[config.mk]
export PLATFORM = sky130hd
export DESIGN_NAME = vxe_txnreq_split
export DESIGN_NICKNAME = d
export VERILOG_FILES = /design/src/rtl/vxe_txnreq_split.sv
export SDC_FILE = /design/constraint.sdc
export NUM_CORES = 1
export LEC_CHECK = 0
export CAP_MARGIN = 5
export CORE_MARGIN = 4
export CORE_UTILIZATION = 44
export DETAILED_ROUTE_END_ITERATION = 10
export GPL_TIMING_DRIVEN = 1
export PLACE_DENSITY = 0.76
export SLEW_MARGIN = 20
export SYNTH_ARGS = -nofsm -noshare
export SYNTH_HDL_FRONTEND = slang
export SYNTH_SLANG_ARGS = --single-unit
[constraint.sdc]
create_clock -name clk -period 4.3 [get_ports clk]
set_input_delay 0.43 -clock clk [delete_from_list [all_inputs] [get_ports clk]]
set_output_delay 0.43 -clock clk [all_outputs]
set_load 0.02 [all_outputs]
[src/rtl/vxe_txnreq_split.sv]
// Registered request splitter: one memory request per cycle in, separate
// address-vector and data-vector channels out, each behind its own FIFO.

module vxe_txnreq_fifo #(
    parameter int W     = 8,
    parameter int DEPTH = 2
) (
    input  logic         clk,
    input  logic         rst,
    input  logic         push,
    input  logic [W-1:0] push_data,
    input  logic         pop_ready,
    output logic         o_valid,
    output logic [W-1:0] o_data,
    output logic         o_full
);
    localparam int PTR_W = $clog2(DEPTH);
    localparam int CNT_W = PTR_W + 1;
    localparam logic [PTR_W-1:0] PTR_ONE = PTR_W'(1);
    localparam logic [CNT_W-1:0] CNT_ONE = CNT_W'(1);
    localparam logic [CNT_W-1:0] DEPTH_C = CNT_W'(DEPTH);

    logic [W-1:0]     mem_q [DEPTH];
    logic [W-1:0]     mem_d [DEPTH];
    logic [PTR_W-1:0] wr_ptr_q, wr_ptr_d;
    logic [PTR_W-1:0] rd_ptr_q, rd_ptr_d;
    logic [CNT_W-1:0] count_q, count_d;
    logic             pop;

    assign o_valid = (count_q != '0);
    assign o_full  = (count_q == DEPTH_C);
    assign pop     = o_valid & pop_ready;
    assign o_data  = o_valid ? mem_q[rd_ptr_q] : '0;

    // Power-of-two depth lets the pointers wrap by natural overflow.
    always_comb begin
        mem_d    = mem_q;
        wr_ptr_d = wr_ptr_q;
        rd_ptr_d = rd_ptr_q;
        count_d  = count_q;
        if (push) begin
            mem_d[wr_ptr_q] = push_data;
            wr_ptr_d        = wr_ptr_q + PTR_ONE;
        end
        if (pop) begin
            rd_ptr_d = rd_ptr_q + PTR_ONE;
        end
        case ({push, pop})
            2'b10:   count_d = count_q + CNT_ONE;
            2'b01:   count_d = count_q - CNT_ONE;
            default: count_d = count_q;
        endcase
    end

    always_ff @(posedge clk) begin
        if (rst) begin
            wr_ptr_q <= '0;
            rd_ptr_q <= '0;
            count_q  <= '0;
        end else begin
            wr_ptr_q <= wr_ptr_d;
            rd_ptr_q <= rd_ptr_d;
            count_q  <= count_d;
        end
    end

    // Storage is deliberately left out of reset; count gates visibility.
    always_ff @(posedge clk) begin
        mem_q <= mem_d;
    end
endmodule

module vxe_txnreq_split #(
    parameter int TXNID_W   = 6,
    parameter int ADDR_W    = 37,
    parameter int DATA_W    = 64,
    parameter int TXN_DEPTH = 2,
    parameter int DAT_DEPTH = 2,
    parameter int BEN_W     = DATA_W / 8
) (
    input  logic                        clk,
    input  logic                        rst,
    input  logic                        i_valid,
    output logic                        o_ready,
    input  logic [TXNID_W-1:0]          i_txnid,
    input  logic                        i_rnw,
    input  logic [ADDR_W-1:0]           i_addr,
    input  logic [DATA_W-1:0]           i_data,
    input  logic [BEN_W-1:0]            i_ben,
    output logic                        o_txn_valid,
    input  logic                        i_txn_ready,
    output logic [TXNID_W+ADDR_W:0]     o_req_vec_txn,
    output logic                        o_dat_valid,
    input  logic                        i_dat_ready,
    output logic [DATA_W+BEN_W-1:0]     o_req_vec_dat,
    output logic                        o_idle
);
    localparam int TXN_W = TXNID_W + 1 + ADDR_W;
    localparam int DAT_W = DATA_W + BEN_W;

    logic             txn_full;
    logic             dat_full;
    logic             accept;
    logic             txn_push;
    logic             dat_push;
    logic [TXN_W-1:0] txn_vec;
    logic [DAT_W-1:0] dat_vec;

    // Readiness looks only at registered counts; a pop in this cycle does not help.
    assign o_ready  = !txn_full & (i_rnw | !dat_full);
    assign accept   = i_valid & o_ready;
    assign txn_push = accept;
    assign dat_push = accept & !i_rnw;
    assign txn_vec  = {i_txnid, i_rnw, i_addr};
    assign dat_vec  = {i_data, i_ben};
    assign o_idle   = !o_txn_valid & !o_dat_valid;

    vxe_txnreq_fifo #(
        .W     (TXN_W),
        .DEPTH (TXN_DEPTH)
    ) u_txn_fifo (
        .clk       (clk),
        .rst       (rst),
        .push      (txn_push),
        .push_data (txn_vec),
        .pop_ready (i_txn_ready),
        .o_valid   (o_txn_valid),
        .o_data    (o_req_vec_txn),
        .o_full    (txn_full)
    );

    vxe_txnreq_fifo #(
        .W     (DAT_W),
        .DEPTH (DAT_DEPTH)
    ) u_dat_fifo (
        .clk       (clk),
        .rst       (rst),
        .push      (dat_push),
        .push_data (dat_vec),
        .pop_ready (i_dat_ready),
        .o_valid   (o_dat_valid),
        .o_data    (o_req_vec_dat),
        .o_full    (dat_full)
    );
endmodule

==> Implementation_results.wiki, run 1 <==
{| class="wikitable"
! Metric !! Value
|-
| Result of the run || finished clean
|-
| Type of element capturing the critical path || output pin
|-
| CP Launch Type || register
|-
| Achievable Freq || 303.4 MHz
|-
| Fin crit share || 0.7664
|-
| Total core area || 20360 um2
|-
| Clk Latency, worst-skew pair || 0.49 ns
|-
| Maximum number of pins on one net before global-route repair || 73
|-
| DR WL met3 || 1978 um
|-
| Max VDD drop || 0.3456 mV
|-
| DRC violation count after routing || 0
|-
| Synth Warn # || 0
|-
| Async SR Flop Fraction || 0
|-
| Yosys top cell by area || sky130_fd_sc_hd__edfxtp_1
|-
| CP Class || register to output pin
|-
| Wire length of the first global-routing pass || 30150 um
|-
| Net switching power figure || 2.570 mW
|-
| Sequential power share || 0.404
|-
| Number of enable flip-flop cells after synthesis || 232
|-
| Worst path required time || 3.87 ns
|-
| Number of gates resized after cts || 0
|-
| Final total negative setup slack || 0 ns
|-
| Number of I/O pins || 241
|-
| Top library cells by usage in the layout, fill and taps aside || 240 x sky130_fd_sc_hd__clkdlybuf4s50_1, 232 x sky130_fd_sc_hd__edfxtp_1, 124 x sky130_fd_sc_hd__nor2_1, 116 x sky130_fd_sc_hd__mux2i_1, 25 x sky130_fd_sc_hd__clkbuf_16
|-
| Most frequent standard cell in the layout excluding fill and tap cells || sky130_fd_sc_hd__clkdlybuf4s50_1
|-
| Average wire length per cell after detail routing || 18.09 um
|-
| Final weighted congestion in routability-driven placement || 0.7960
|-
| CTS Buffer Depth || 3
|-
| TritonCTS clock tree || yes
|-
| Worst-case reg-to-reg path depth || 5
|-
| Initial standard-cell utilization of the core || 0.4489
|-
| Worst path top cell family by delay || flip-flops
|-
| Overflow left after global routing || 0
|-
| Number of port buffers || 240
|-
| Synth-to-layout area growth || 37.25%
|-
| Full die area || 23150 um2
|-
| Total Routed Length || 19470 um
|-
| Synth Net Count || 666
|-
| Static leakage || 4.134 nW
|-
| Netlist cell types || 23
|-
| Endpoints failing hold || 0
|-
| Power Total || 7.834 mW
|-
| Startpoint of the worst setup timing path || u_dat_fifo.rd_ptr_q
|-
| HPWL after detailed placement || 13340 um
|-
| Hold path depth || 1
|-
| Worst hold slack || 0.5163 ns
|-
| Count of final max-slew check failures || 0
|-
| HP Class || input pin to register
|-
| Flops & latches, synth || 240
|-
| Total number of clock tree sinks || 240
|-
| RSZ-0062 raised after global routing || false
|-
| Row cnt || 52
|-
| Vias per std cell || 4.981
|-
| P_int || 5.264 mW
|-
| Power density cells || 624.3 nW/um2
|-
| Number of nets with antenna violations after detailed routing || 0
|-
| Worst slew margin relative to its limit || 0.2926
|-
| Post-Route M1 WL || 7975 um
|-
| Vias in the first global route || 5714
|-
| Crit-path slowest cell || sky130_fd_sc_hd__dfxtp_4
|-
| Switching Share || 0.3280
|-
| Iteration-0 DRC Markers || 253
|-
| Fill count || 1483
|-
| H-tree lvl count || 1
|-
| Cells traversed along the worst timing path || buf_4 -> mux2i_1 -> nor2_1 -> clkdlybuf4s50_1
|-
| Area share of the largest cell type after synthesis || 0.7620
|-
| Clock edge transition at the registers on the reported setup and hold paths || 0.06 ns
|-
| Mapped Cells || 543
|-
| Mapped Area || 9143 um2
|-
| Largest stage delay on the critical path || 1.02 ns
|-
| Cell count along the critical path || 4
|-
| Overall die height || 152.1 um
|-
| Final worst path period need || 3.296 ns
|-
| Wire length on met2 || 9189 um
|-
| Area contributors post-synth || sky130_fd_sc_hd__edfxtp_1 76%, sky130_fd_sc_hd__mux2i_1 13%, sky130_fd_sc_hd__nor2_1 5.3%, sky130_fd_sc_hd__dfxtp_1 1.8%, sky130_fd_sc_hd__buf_2 0.88%
|-
| Total routing usage reported by global routing || 0.1605
|-
| Count of hold buffers inserted by post-cts repair || 0
|-
| Ratio of cells with drive above 1 in the final layout || 0.06328
|-
| Number of nets in the layout || 915
|-
| Initial antenna violation count || 0
|-
| Total vias in the final route || 5360
|-
| Main synth FF type || sky130_fd_sc_hd__edfxtp_1
|-
| Worst reg2reg startpoint || u_dat_fifo.count_q[0]
|-
| Hold wc startpoint || i_data[48]
|-
| ANT cells || 0
|-
| Cell at the root of the clock tree || sky130_fd_sc_hd__clkbuf_16
|-
| Register area share after synthesis || 0.7795
|-
| Buffer and inverter count on the worst path || 2
|-
| Part of the total power dissipated in combinational logic || 0.358
|-
| Max-cap check violation count || 0
|-
| Clock skew || 0.005238 ns
|-
| Avg Cell Area, Syn || 16.84 um2
|-
| Drt pass-1 iters || 4
|-
| Die W || 152.1 um
|-
| Final setup violation count || 0
|-
| Top layer in use || met4
|-
| Slew @ Worst Pin || 1.061 ns
|-
| Clock group share of total power || 0.238
|-
| Setup bufs post-CTS || 0
|-
| Largest fanout of any net on the critical path || 59
|-
| CTS Buf Count || 25
|-
| CP Data Arrival Time || 2.87 ns
|}
-- synth_stat cells, types with 2 or more instances --
library cell / number
sky130_fd_sc_hd__or3_1: 2
sky130_fd_sc_hd__a21oi_1: 2
sky130_fd_sc_hd__ha_1: 2
sky130_fd_sc_hd__clkbuf_1: 5
sky130_fd_sc_hd__mux2_1: 2
sky130_fd_sc_hd__xor2_1: 4
sky130_fd_sc_hd__dfxtp_1: 8
sky130_fd_sc_hd__inv_1: 6
sky130_fd_sc_hd__buf_2: 16
sky130_fd_sc_hd__nor2_1: 128
sky130_fd_sc_hd__xnor2_1: 2
sky130_fd_sc_hd__mux2i_1: 116
sky130_fd_sc_hd__edfxtp_1: 232
sky130_fd_sc_hd__and2_1: 2
sky130_fd_sc_hd__nand2b_1: 2
sky130_fd_sc_hd__buf_4: 4
sky130_fd_sc_hd__o21ai_0: 4
-- layer usage --
metal  vias up  GRT usage
li1       2498          -
met1      2581     0.2067
met2       249     0.2659
met3        32    0.05453
met4         0    0.03724
met5         -          0
-- cell type report --
class | instances | area [um2] | share of cell area
Inverter | 6 | 22.52 | 0.001795
Tap cell | 270 | 337.8 | 0.02692
Sequential cell | 240 | 7134 | 0.5686
Timing Repair Buffer | 248 | 2462 | 0.1962
Clock inverter | 13 | 68.82 | 0.005484
Clock buffer | 28 | 636.9 | 0.05075
Multi-Input combinational cell | 271 | 1886 | 0.1503
-- final timing paths --
kind	end	slack, ns
max reg2reg	u_dat_fifo.mem_q[114]	1.99
max	o_req_vec_dat[45]	1.00
min reg2reg	u_txn_fifo.count_q[1]	0.53
min	u_dat_fifo.mem_q[56]	0.52
-- kinds of logic after synthesis --
| logic type | count (synthesis) | synth area share |
|---|---|---|
| DFF | 240 | 0.7795 |
| and+or+nand+nor | 139 | 0.06145 |
| muxes | 118 | 0.1295 |
| buffers and inverters | 32 | 0.01779 |
| AOI/OAI and AO/OA | 6 | 0.003285 |
| xor gates and xnor gates | 6 | 0.005748 |
| adders and majority gates | 2 | 0.002737 |
-- sequential cells by signal (all words and copies together) (netlist names) --
signal,count
u_txn_fifo.wr_ptr_q,1
u_txn_fifo.mem_q,88
u_txn_fifo.rd_ptr_q,1
u_txn_fifo.count_q,2
u_dat_fifo.rd_ptr_q,1
u_dat_fifo.mem_q,144
u_dat_fifo.count_q,2
u_dat_fifo.wr_ptr_q,1
-- power groups by stage --
| stage | Combinational [mW] | Clock (mW) | Sequential (mW) |
|---|---|---|---|
| final | 2.81 | 1.86 | 3.16 |
| after global routing | 3.00 | 2.00 | 3.20 |
| after CTS | 2.85 | 1.91 | 3.17 |
| after detailed placement | 2.84 | 0 | 3.21 |
| after global placement | 2.80 | 0 | 3.20 |
| after floorplan | 1.68 | 0 | 3.03 |
-- metrics by stage --
stage / util / cell area [um2] / worst slack (ns) / instances
after CTS: 0.6161 / 12550 / 0.9699 / 1076
after global routing: 0.6162 / 12550 / 0.8629 / 1076
after global placement: 0.5814 / 11840 / 1.550 / 1035
final: 0.6162 / 12550 / 1.004 / 1076
after floorplan: - / 9145 / 1.178 / 543
after detailed placement: 0.5814 / 11840 / 1.516 / 1035
Power figures use the tool's default switching activity.
==> inputs of run 2 (changes only) <==
==> constraint.sdc (replaced) <==
create_clock -name clk -period 2.85 [get_ports clk]
set_input_delay 0.285 -clock clk [delete_from_list [all_inputs] [get_ports clk]]
set_output_delay 0.285 -clock clk [all_outputs]
set_load 0.02 [all_outputs]
==> run 2 against run 1 <==
Final area up 2.3%. Combinational power up 63%. Global-route usage up 0.082 points. Wire length up 1.3%. Register-to-register slack worse by 1.2 ns. Sequential share of layout area down 1.3 points. Critical path depth unchanged. Via count up 0.65%. Power up 58%. First-iteration DRC count up 24%.
==> Implementation_results.wiki, run 2 (synthesized netlist as in run 1, its figures left out) <==
{| class="wikitable"
! Metric !! Value
|-
| Number of nets in the layout || 924
|-
| Max-cap check violation count || 0
|-
| Full die area || 23150 um2
|-
| HP Class || input pin to register
|-
| Maximum number of pins on one net before global-route repair || 52
|-
| Minimum setup slack after placement || 0.5919 ns
|-
| Initial antenna violation count || 2
|-
| Vias in the first global route || 5704
|-
| Count of hold buffers inserted by post-cts repair || 0
|-
| Number of port buffers || 240
|-
| Largest register by flop count || u_dat_fifo.mem_q
|-
| Largest fanout of any net on the critical path || 29
|-
| Static leakage || 4.269 nW
|-
| Most frequent standard cell in the layout excluding fill and tap cells || sky130_fd_sc_hd__clkdlybuf4s50_1
|-
| Largest stage delay on the critical path || 0.56 ns
|-
| Power Total || 12.41 mW
|-
| Row cnt || 52
|-
| Number of gates resized after cts || 0
|-
| Setup bufs post-CTS || 0
|-
| Area of all placed cells without fillers || 12830 um2
|-
| Synth-to-layout area growth || 40.35%
|-
| Number of nets with antenna violations after detailed routing || 0
|-
| Cell at the root of the clock tree || sky130_fd_sc_hd__clkbuf_16
|-
| Slew @ Worst Pin || 0.5470 ns
|-
| Most used routing layer in global routing || met2
|-
| Achievable Freq || 394.3 MHz
|-
| Switching Share || 0.3166
|-
| DRC violation count after routing || 0
|-
| ANT cells || 0
|-
| Worst hold slack || 0.3598 ns
|-
| CP Launch Type || register
|-
| RSZ-0062 raised after global routing || false
|-
| Total Routed Length || 19720 um
|-
| Vias per std cell || 4.954
|-
| Result of the run || finished clean
|-
| Flip-flop count of the largest register, all copies and words added || 144
|-
| HPWL after detailed placement || 13870 um
|-
| Net switching power figure || 3.929 mW
|-
| Drt pass-1 iters || 4
|-
| Clock group share of total power || 0.265
|-
| Setup WS post-layout || 0.3141 ns
|-
| Cell Count, Final, Fillers Out || 1089
|-
| Total number of clock tree sinks || 240
|-
| Count of final max-slew check failures || 0
|-
| Global routing usage on met2 || 0.2684
|-
| Total vias in the final route || 5395
|-
| Power density cells || 967.2 nW/um2
|-
| CTS Buffer Depth || 3
|-
| Overflow left after global routing || 0
|-
| Worst path required time || 2.57 ns
|-
| Initial standard-cell utilization of the core || 0.4489
|-
| Final total negative setup slack || 0 ns
|-
| Average wire length per cell after detail routing || 18.11 um
|-
| CP Class || register to output pin
|-
| Overall die height || 152.1 um
|-
| Fin crit share || 0.8898
|-
| Final setup violation count || 0
|-
| Crit-path slowest cell || sky130_fd_sc_hd__clkdlybuf4s50_1
|-
| TritonCTS clock tree || yes
|-
| CP Data Arrival Time || 2.25 ns
|-
| Largest registers ranked by flip-flop count || u_dat_fifo.mem_q (144), u_txn_fifo.mem_q (88)
|-
| Final worst path period need || 2.536 ns
|-
| Cell area after placement || 11990 um2
|-
| Type of element capturing the critical path || output pin
|-
| Clock edge transition at the registers on the reported setup and hold paths || 0.06 ns
|-
| P_int || 8.481 mW
|-
| CTS Buf Count || 25
|-
| Worst slew margin relative to its limit || 0.6345
|-
| Ratio of cells with drive above 1 in the final layout || 0.07692
|-
| Total core area || 20360 um2
|-
| Iteration-0 DRC Markers || 313
|-
| Total routing usage reported by global routing || 0.1613
|-
| Number of I/O pins || 241
|-
| Endpoints failing hold || 0
|-
| Die W || 152.1 um
|-
| Final weighted congestion in routability-driven placement || 0.8228
|-
| Clock skew || 0.006208 ns
|-
| Max VDD drop || 0.6402 mV
|-
| Post-layout utilization of the core || 0.6301
|-
| Clk Latency, worst-skew pair || 0.50 ns
|-
| H-tree lvl count || 1
|-
| Placed Cells incl. Taps || 1044
|-
| Met1 usage || 0.2081
|-
| Top library cells by usage in the layout, fill and taps aside || 240 x sky130_fd_sc_hd__clkdlybuf4s50_1, 232 x sky130_fd_sc_hd__edfxtp_1, 124 x sky130_fd_sc_hd__nor2_1, 116 x sky130_fd_sc_hd__mux2i_1, 25 x sky130_fd_sc_hd__clkbuf_16
|-
| Sequential power share || 0.367
|-
| Part of the total power dissipated in combinational logic || 0.368
|-
| Met3 capacity usage during global routing || 0.05084
|-
| Cells traversed along the worst timing path || buf_12 -> mux2i_1 -> nor2_1 -> clkdlybuf4s50_1
|-
| Wire length of the first global-routing pass || 30110 um
|}
==> run 2: changes by cell type in the layout (fill, tap and decap cells not counted), sizes merged <==
cell / before / now
clkinvlp: 1 / 0
buf: 8 / 17
bufinv: 0 / 5
==> run 2: layer usage <==
layer / part of all wire / wire length (um) / up-vias
met3: 0.096 / 1897 / 33
met1: 0.42 / 8204 / 2580
met4: 0.017 / 338 / 4
met2: 0.47 / 9245 / 260
li1: - / - / 2518
met5: 0.0016 / 32 / -
==> run 2: path summary, 6_finish.rpt <==
kind                      endpoint  slack, ns                   from  depth (start not counted)
max              o_req_vec_dat[48]       0.31    u_dat_fifo.rd_ptr_q                          4
min           u_dat_fifo.mem_q[88]       0.36              i_data[8]                          1
max reg2reg  u_dat_fifo.mem_q[110]       0.81  u_txn_fifo.count_q[0]                          5
min reg2reg  u_txn_fifo.count_q[1]       0.58  u_txn_fifo.count_q[1]                          2
==> run 2: power groups by stage <==
stage | sequential (mW) | clock (mW) | combinational [mW]
after floorplan | 4.56 | 0 | 2.54
after global routing | 4.59 | 3.51 | 4.86
final | 4.56 | 3.28 | 4.57
after CTS | 4.56 | 3.36 | 4.63
after global placement | 4.61 | 0 | 4.55
after detailed placement | 4.63 | 0 | 4.60
==> run 2: final cells by class <==
type | count | area, um2
Clock buffer | 28 | 636.9
Clock inverter | 17 | 206.4
Fill cell | 1444 | 7533
Inverter | 6 | 22.52
Multi-Input combinational cell | 271 | 1891
Sequential cell | 240 | 7132
Tap cell | 270 | 337.8
Timing Repair Buffer | 257 | 2605
==> run 2: worst max-delay path: cells and delay by family, from the launching register on <==
kind          cells  cell delay (ns)
buf+inv           2             0.82
flops             1             0.49
mux               1             0.34
simple gates      1             0.09
